[config.mk]
export PLATFORM = sky130hd
export DESIGN_NAME = multiword_add_seq
export DESIGN_NICKNAME = d
export VERILOG_FILES = /design/src/rtl/multiword_add_seq.sv
export SDC_FILE = /design/constraint.sdc
export NUM_CORES = 1
export LEC_CHECK = 0
export BUFFER_PORTS_ARGS = -buffer_cell sky130_fd_sc_hd__buf_2
export CAP_MARGIN = 20
export CORE_AREA = 2 2 190 192
export DETAILED_ROUTE_END_ITERATION = 6
export DIE_AREA = 0 0 192 194
export GPL_TIMING_DRIVEN = 0
export PLACE_DENSITY = 0.75
export SLEW_MARGIN = 20
export SYNTH_ARGS = -nofsm -noshare
export SYNTH_HDL_FRONTEND = slang
export SYNTH_SLANG_ARGS = --single-unit
[constraint.sdc]
create_clock -name clk -period 15.35 [get_ports clk]
set_input_delay 3.07 -clock clk [delete_from_list [all_inputs] [get_ports clk]]
set_output_delay 3.07 -clock clk [all_outputs]
set_load 0.01 [all_outputs]
[src/rtl/multiword_add_seq.sv]
// multiword_add_seq: performs one WORDS x WIDTH-bit addition by time-sharing a
// single external WIDTH-bit combinational adder, one word per cycle, least
// significant word first, with the inter-word carry held in a register.
// Optional feature macro: ADD_SEQ_SUB_EN adds a 'sub' port that turns the
// operation into A - B (two's complement: ~B with a forced carry-in of 1).
module multiword_add_seq #(
    parameter int WIDTH = 32,
    parameter int WORDS = 4
) (
    input  logic                   clk,
    input  logic                   rst,
    input  logic                   start,
    input  logic [WORDS*WIDTH-1:0] A,
    input  logic [WORDS*WIDTH-1:0] B,
    input  logic                   Cin,
`ifdef ADD_SEQ_SUB_EN
    input  logic                   sub,
`endif
    output logic                   busy,
    output logic                   done,
    output logic [WORDS*WIDTH-1:0] Sum,
    output logic                   Cout,
    output logic [WIDTH-1:0]       add_a,
    output logic [WIDTH-1:0]       add_b,
    output logic                   add_cin,
    input  logic [WIDTH-1:0]       add_sum,
    input  logic                   add_cout
);

    localparam int OPW  = WORDS * WIDTH;
    localparam int IDXW = (WORDS > 1) ? $clog2(WORDS) : 1;
    localparam logic [IDXW-1:0] IDX_LAST = IDXW'(WORDS - 1);

    typedef enum logic [1:0] {
        ST_IDLE = 2'd0,
        ST_RUN  = 2'd1,
        ST_DONE = 2'd2
    } state_t;

    state_t            state_q, state_d;
    logic [IDXW-1:0]   idx_q, idx_d;
    logic              carry_q, carry_d;
    logic [OPW-1:0]    a_q, a_d;
    logic [OPW-1:0]    b_q, b_d;
    logic              cin_q, cin_d;
    logic [OPW-1:0]    sum_q, sum_d;
    logic              cout_q, cout_d;

    logic [WIDTH-1:0]  a_word;
    logic [WIDTH-1:0]  b_word;
    logic              sub_eff;

`ifdef ADD_SEQ_SUB_EN
    logic              sub_q, sub_d;

    // Subtract flag is captured together with the operands on accept.
    always_comb begin
        sub_d = sub_q;
        if (state_q == ST_IDLE && start) begin
            sub_d = sub;
        end
    end

    // Subtract flag register.
    always_ff @(posedge clk or posedge rst) begin
        if (rst) begin
            sub_q <= 1'b0;
        end else begin
            sub_q <= sub_d;
        end
    end

    assign sub_eff = sub_q;
`else
    assign sub_eff = 1'b0;
`endif

    // Select the operand words addressed by the current word index.
    always_comb begin
        a_word = '0;
        b_word = '0;
        for (int unsigned k = 0; k < WORDS; k++) begin
            if (idx_q == IDXW'(k)) begin
                a_word = a_q[k*WIDTH +: WIDTH];
                b_word = b_q[k*WIDTH +: WIDTH];
            end
        end
    end

    // Drive the shared adder only while running; zero otherwise.
    always_comb begin
        add_a   = '0;
        add_b   = '0;
        add_cin = 1'b0;
        if (state_q == ST_RUN) begin
            add_a = a_word;
            add_b = sub_eff ? ~b_word : b_word;
            if (idx_q == '0) begin
                add_cin = sub_eff ? 1'b1 : cin_q;
            end else begin
                add_cin = carry_q;
            end
        end
    end

    // Next-state and datapath update for the sequencer.
    always_comb begin
        state_d = state_q;
        idx_d   = idx_q;
        carry_d = carry_q;
        a_d     = a_q;
        b_d     = b_q;
        cin_d   = cin_q;
        sum_d   = sum_q;
        cout_d  = cout_q;
        unique case (state_q)
            ST_IDLE: begin
                if (start) begin
                    a_d     = A;
                    b_d     = B;
                    cin_d   = Cin;
                    sum_d   = '0;
                    cout_d  = 1'b0;
                    idx_d   = '0;
                    state_d = ST_RUN;
                end
            end
            ST_RUN: begin
                for (int unsigned k = 0; k < WORDS; k++) begin
                    if (idx_q == IDXW'(k)) begin
                        sum_d[k*WIDTH +: WIDTH] = add_sum;
                    end
                end
                carry_d = add_cout;
                if (idx_q == IDX_LAST) begin
                    cout_d  = add_cout;
                    idx_d   = '0;
                    state_d = ST_DONE;
                end else begin
                    idx_d = idx_q + IDXW'(1);
                end
            end
            ST_DONE: begin
                state_d = ST_IDLE;
            end
            default: begin
                state_d = ST_IDLE;
            end
        endcase
    end

    // State and datapath registers; reset discards any partial result.
    always_ff @(posedge clk or posedge rst) begin
        if (rst) begin
            state_q <= ST_IDLE;
            idx_q   <= '0;
            carry_q <= 1'b0;
            a_q     <= '0;
            b_q     <= '0;
            cin_q   <= 1'b0;
            sum_q   <= '0;
            cout_q  <= 1'b0;
        end else begin
            state_q <= state_d;
            idx_q   <= idx_d;
            carry_q <= carry_d;
            a_q     <= a_d;
            b_q     <= b_d;
            cin_q   <= cin_d;
            sum_q   <= sum_d;
            cout_q  <= cout_d;
        end
    end

    assign busy = (state_q == ST_RUN);
    assign done = (state_q == ST_DONE);
    assign Sum  = sum_q;
    assign Cout = cout_q;

endmodule

* Word level (Yosys, flattened, before mapping) *
Cells that the tools add are included.

storage, ports and cells
  memories kept = 0
  memory bits (writable) = 0
  register bits after elaboration = 391
  bits in latches = 0
  logic and storage cells = 59
  output and inout bits = 196
  ROM bits = 0
  input port bits = 293

operators by class
  div/mod/pow operators = 0
  shifts and indexed selects = 0
  mux-type cells = 27
  equality and inequality tests = 10
  multiply operators = 0
  add/subtract/negate cells = 1
  bitwise operators = 0
  reduce and logical (&&, ||, !) cells = 10
  $lt $le $gt $ge = 0

operators with widths
  cell                                                                     count
  32-bit two-way mux                                                       14
  128-bit case mux with 2 select lines                                     1
  128-bit two-way mux                                                      1
  3-bit AND reduction                                                      4
  2-bit two-way mux                                                        4
  2-bit by 1-bit inequality test with 1-bit output, second input constant  4
  2-bit case mux with 2 select lines                                       2
  2-bit equality test, second input constant                               3
  2-bit AND reduction                                                      3
  2-bit by 1-bit equality test with 1-bit output, second input constant    2
  2-bit logical NOT                                                        2
  1-bit two-way mux                                                        4
  2-bit by 1-bit adder with 2-bit output, second input constant            1
  2-bit inequality test, second input constant                             1
  1-bit case mux with 2 select lines                                       1
  2-bit nonzero test                                                       1

* Longest topological paths before layout *
  depth after elaboration = 6
  depth in mapped cells = 8
  gate-level depth less buffers = 5

* Worst setup path after synthesis *
No wires, ideal clock.

  path kind = register to output
  start = register idx_q[0]
  end = output port add_a[0]
  buffers on the path = 2
  path slack = 10.527 ns
  required time = 12.280 ns
  arrival = 1.753 ns
  stages on the path, launching flop included = 8
  path through = dfrtp_1 inv_1 ha_1 nor2b_1 buf_2 buf_2 a221oi_1 o41ai_1

on the way
  cells in the longest elaborated chain, start to end = 6
  elaborated cells between the ends (all ways) = 9
  classes of those cells = 3 x eq/ne; 5 x mux; 1 x reduce/logical

ends and longest elaborated chain
  what                              line  text
  start, declared                   41    logic [IDXW-1:0] idx_q, idx_d;
  start signal, assigned            165   idx_q <= idx_d;
  2-bit logical NOT                 83    if (idx_q == IDXW'(k)) begin
  32-bit two-way mux (3 in series)  83
  32-bit two-way mux *              83
  32-bit two-way mux *              95    if (state_q == ST_RUN) begin
  end, declared                     23    output logic [WIDTH-1:0] add_a,

Every way passes the cells marked *; elsewhere a longest branch is shown, timed or not.

* Worst setup path after layout *
  start = register idx_q[0]
  end = output port add_b[4]

on the way
  cells in the longest elaborated chain, start to end = 6
  elaborated cells between the ends (all ways) = 9
  classes of those cells = 3 x eq/ne; 5 x mux; 1 x reduce/logical

ends and longest elaborated chain
  what                              line  text
  2-bit logical NOT                 83
  32-bit two-way mux (3 in series)  83
  32-bit two-way mux *              83
  32-bit two-way mux *              95
  end, declared                     24    output logic [WIDTH-1:0] add_b,

Marked as above.

==> key figures <==
Clock network
  – Post-CTS setup buffers: 0
  – CTS Buf Count: 42
  – Clock-pin slew on the worst setup and hold paths: 60 ps
  – CTS tree: built
  – Clock buffer depth: 3
  – Resized cells post-CTS: 0
  – H-tree levels: 2
  – Cts hold-fix bufs: 0
  – Clk Latency, worst-skew pair: 550 ps
  – Root Driver: clkbuf_16
  – Clk sink count: 391

Synthesis
  – Mean Syn Cell Area: 13.6 um^2
  – Synth Instances: 1259
  – Synth Flop Type: dfrtp_1
  – Cell Area, Synth: 0.0171 mm^2
  – Warnings, synthesis: 0
  – Number of synthesized flops with an enable pin: 0
  – Post-synthesis sequential area ratio: 57.2%
  – Synth top area share: 57.2%
  – Yosys reg bits: 391
  – Async S/R FF share, synth: 100%
  – Synth Net Count: 1556
  – Synth cell count leaders: dfrtp_1 (391), mux2_2 (257), a32o_1 (96), nor2b_1 (66)
  – Synth unique cells: 28
  – Top-count cell post-synth: dfrtp_1
  – Post-synth top area cell: dfrtp_1
  – Largest cells by area after synthesis: dfrtp_1 (57%), mux2_2 (17%), a32o_1 (5.6%)

Hold path
  – Min-Delay Path Class: flip-flop to flip-flop

Power and ir drop
  – Power Density: 240 mW/mm^2
  – Max IR drop VDD: 0.000119 V
  – Lkg Pwr: 0.0100 uW

Route
  – Routed WL: 54900 um
  – Drt via density: 5.85
  – Via Count: 13484
  – DR WL/cell: 23.8 um
  – Antenna viol nets, final: 0
  – DR iter-0 viols: 893
  – TritonRoute pass-1 iters: 5
  – Residual DRC: 0

Timing
  – Pins Over Slew Limit: 0
  – Number of hold violations in the final report: 0
  – RSZ-0062 raised after global routing: false
  – Slew @ Worst Pin: 807 ps
  – Setup violators final: 0
  – Fin crit share: 41.2%
  – Slew margin rel.: 46.2%
  – Peak Freq: 158 MHz
  – Clk_skew: 12.6 ps
  – Min cycle time layout: 6320 ps
  – Hold Worst Slack: 479 ps

Global routing
  – GRT Util Overall: 28.9%
  – First-pass GRT wire length: 82300 um
  – Largest net degree at the start of global routing: 104
  – Number of global-route vias before repair: 14063
  – Initial antenna violation count: 25
  – Gr ovfl total: 0

Floorplanning
  – Starting Density: 48.6%
  – Die Area: 0.0372 mm^2
  – Core Area: 0.0352 mm^2
  – Row cnt: 69
  – Die Y: 194 um
  – I/O pin total: 489
  – Die X-Extent: 192 um

Critical path
  – Worst path slowest cell: clkbuf_1
  – Crit. Startpoint: idx_q[0]
  – Critical path arrival: 3250 ps
  – Crit path max fanout: 10
  – CP endpoint: add_b[4]
  – Reg2reg start: idx_q[0]
  – Largest stage delay, worst path: 660 ps
  – Worst R2R Path Depth: 5
  – Critical path required time: 12280 ps
  – CP bufs+invs: 4
  – Most frequent CP cell: clkbuf_1
  – Reg2reg setup slack: 12850 ps
  – CP cell instances: ha_1, clkbuf_1, clkbuf_1, clkbuf_1, nand3_1, o41ai_1, buf_2
  – Critical Path Sink Type: output port
  – Worst path depth: 7
  – Largest delay share family, worst path: buffers and inverters
  – CP Class: flip-flop to output port
  – Reg2Reg Capture Point: idx_q[0]
  – CP startpoint kind: flip-flop

Placed design
  – Placed instance area: 0.0202 mm^2
  – PortBufs: 488
  – Routability Congestion: 0.893
  – Final HPWL DP: 40000 um

Outcome
  – Status: finished clean

Finish
  – Area grow syn2layout: 27.3%
  – Layout cells sized above 1: 49.0%
  – Cell area after layout: 0.0218 mm^2
  – NumNets Final: 2091

Run
  – Max-Cap Viols: 0
worst min-delay path by stage:
stage / from / endpoint / slack (ps) / cells after the start
floorplan: carry_q / carry_q / 440 / 2
global placement: carry_q / carry_q / 460 / 2
detailed placement: carry_q / carry_q / 470 / 2
CTS: carry_q / carry_q / 480 / 2
global route: carry_q / carry_q / 490 / 2
finish: carry_q / carry_q / 480 / 2
routing by layer:
| metal | global-route usage [%] | up-vias | wire, um |
|---|---|---|---|
| met3 | 7.91 | 144 | 4870 |
| met4 | 12.7 | 10 | 2150 |
| li1 | - | 5845 | - |
| met5 | 0 | - | 69 |
| met2 | 48.0 | 620 | 27100 |
| met1 | 35.3 | 6865 | 20700 |
worst register-to-register path: stages (launching register included):
cell,delay (ps)
dfrtp_1,420
ha_1,170
clkbuf_1,320
clkbuf_1,660
clkbuf_1,640
o31ai_1,150
sequential cells by signal, indices dropped and copies added, names as in the netlist:
| signal | count |
|---|---|
| cin_q | 1 |
| carry_q | 1 |
| Cout | 1 |
| a_q | 128 |
| Sum | 128 |
| b_q | 128 |
| idx_q | 2 |
| state_q | 2 |
metrics by stage:
| step | cells | power [uW] | setup WS (ps) | TNS [ps] | util (%) |
|---|---|---|---|---|---|
| 6_report | 2306 | 5240 | 9030 | 0 | 61.8 |
| 5_1_grt | 2302 | 5520 | 8770 | 0 | 61.8 |
| 4_1_cts | 2287 | 5240 | 8960 | 0 | 61.7 |
| 3_5_place_dp | 2211 | 4140 | 9530 | 0 | 57.4 |
| 3_3_place_gp | 2208 | 4060 | -2630 | -1013930 | 57.2 |
| 2_1_floorplan | 1259 | 3270 | 1410 | 0 | - |
report_power, final:
part / leakage (uW) / switching [uW] / internal (uW)
combinational: 0.00458 / 1280 / 1050
clock: 0.000745 / 419 / 673
sequential: 0.00472 / 275 / 1540
total: 0.0100 / 1970 / 3270
cell usage in the layout, fill, tap and decap left out:
cell type  netlist  routed
o21bai_1         1       1
clkinv_4         0       2
or2_0            3       3
buf_6           38      38
a32o_1          96      96
ha_1             4       4
inv_1           36      35
buf_2           30     518
a22o_1           1       1
o22ai_1          1       1
mux2_2         257     257
clkinv_2         0       2
inv_2            1       1
nor3b_4          1       1
clkbuf_16        0      45
nand2_1         40      40
and2_1           1       1
inv_8            0       1
dfrtp_1        391     391
bufinv_16        0       4
clkbuf_1        49      57
nor2b_1         66      66
diode_2          0      19
a21oi_2          1       1
buf_4            7       7
nand3_1         64      64
clkbuf_8         0      15
o41ai_1         64      64
a21o_1           3       3
buf_1            2       2
a221oi_1        64      64
buf_16           0       3
o31ai_1          1       1
nand2b_1         2       2
nor2_1           1       1
mux2i_1         34      34
kinds of logic (layout without fill, tap and decap cells):
kind of cell	count (synthesis)	in the layout	synth area share, %
simple gates	178	178	5.51
flops	391	391	57.2
mux	291	291	18.9
compound gates	232	232	12.5
fa+ha+maj	4	4	0.292
buf+inv	163	730	5.61
other cells	0	19	0
final cells by class:
cell class                 count  area, um^2
antenna                       19        47.5
buffer                       126         822
clock buffer                  68        1360
clock inverter                 8         148
fill                        2838       13400
inverter                      37         146
multi-input combinational    705        6370
sequential                   391        9780
tap                          461         577
timing repair buffer         491        2520
Power figures use the tool's default switching activity.
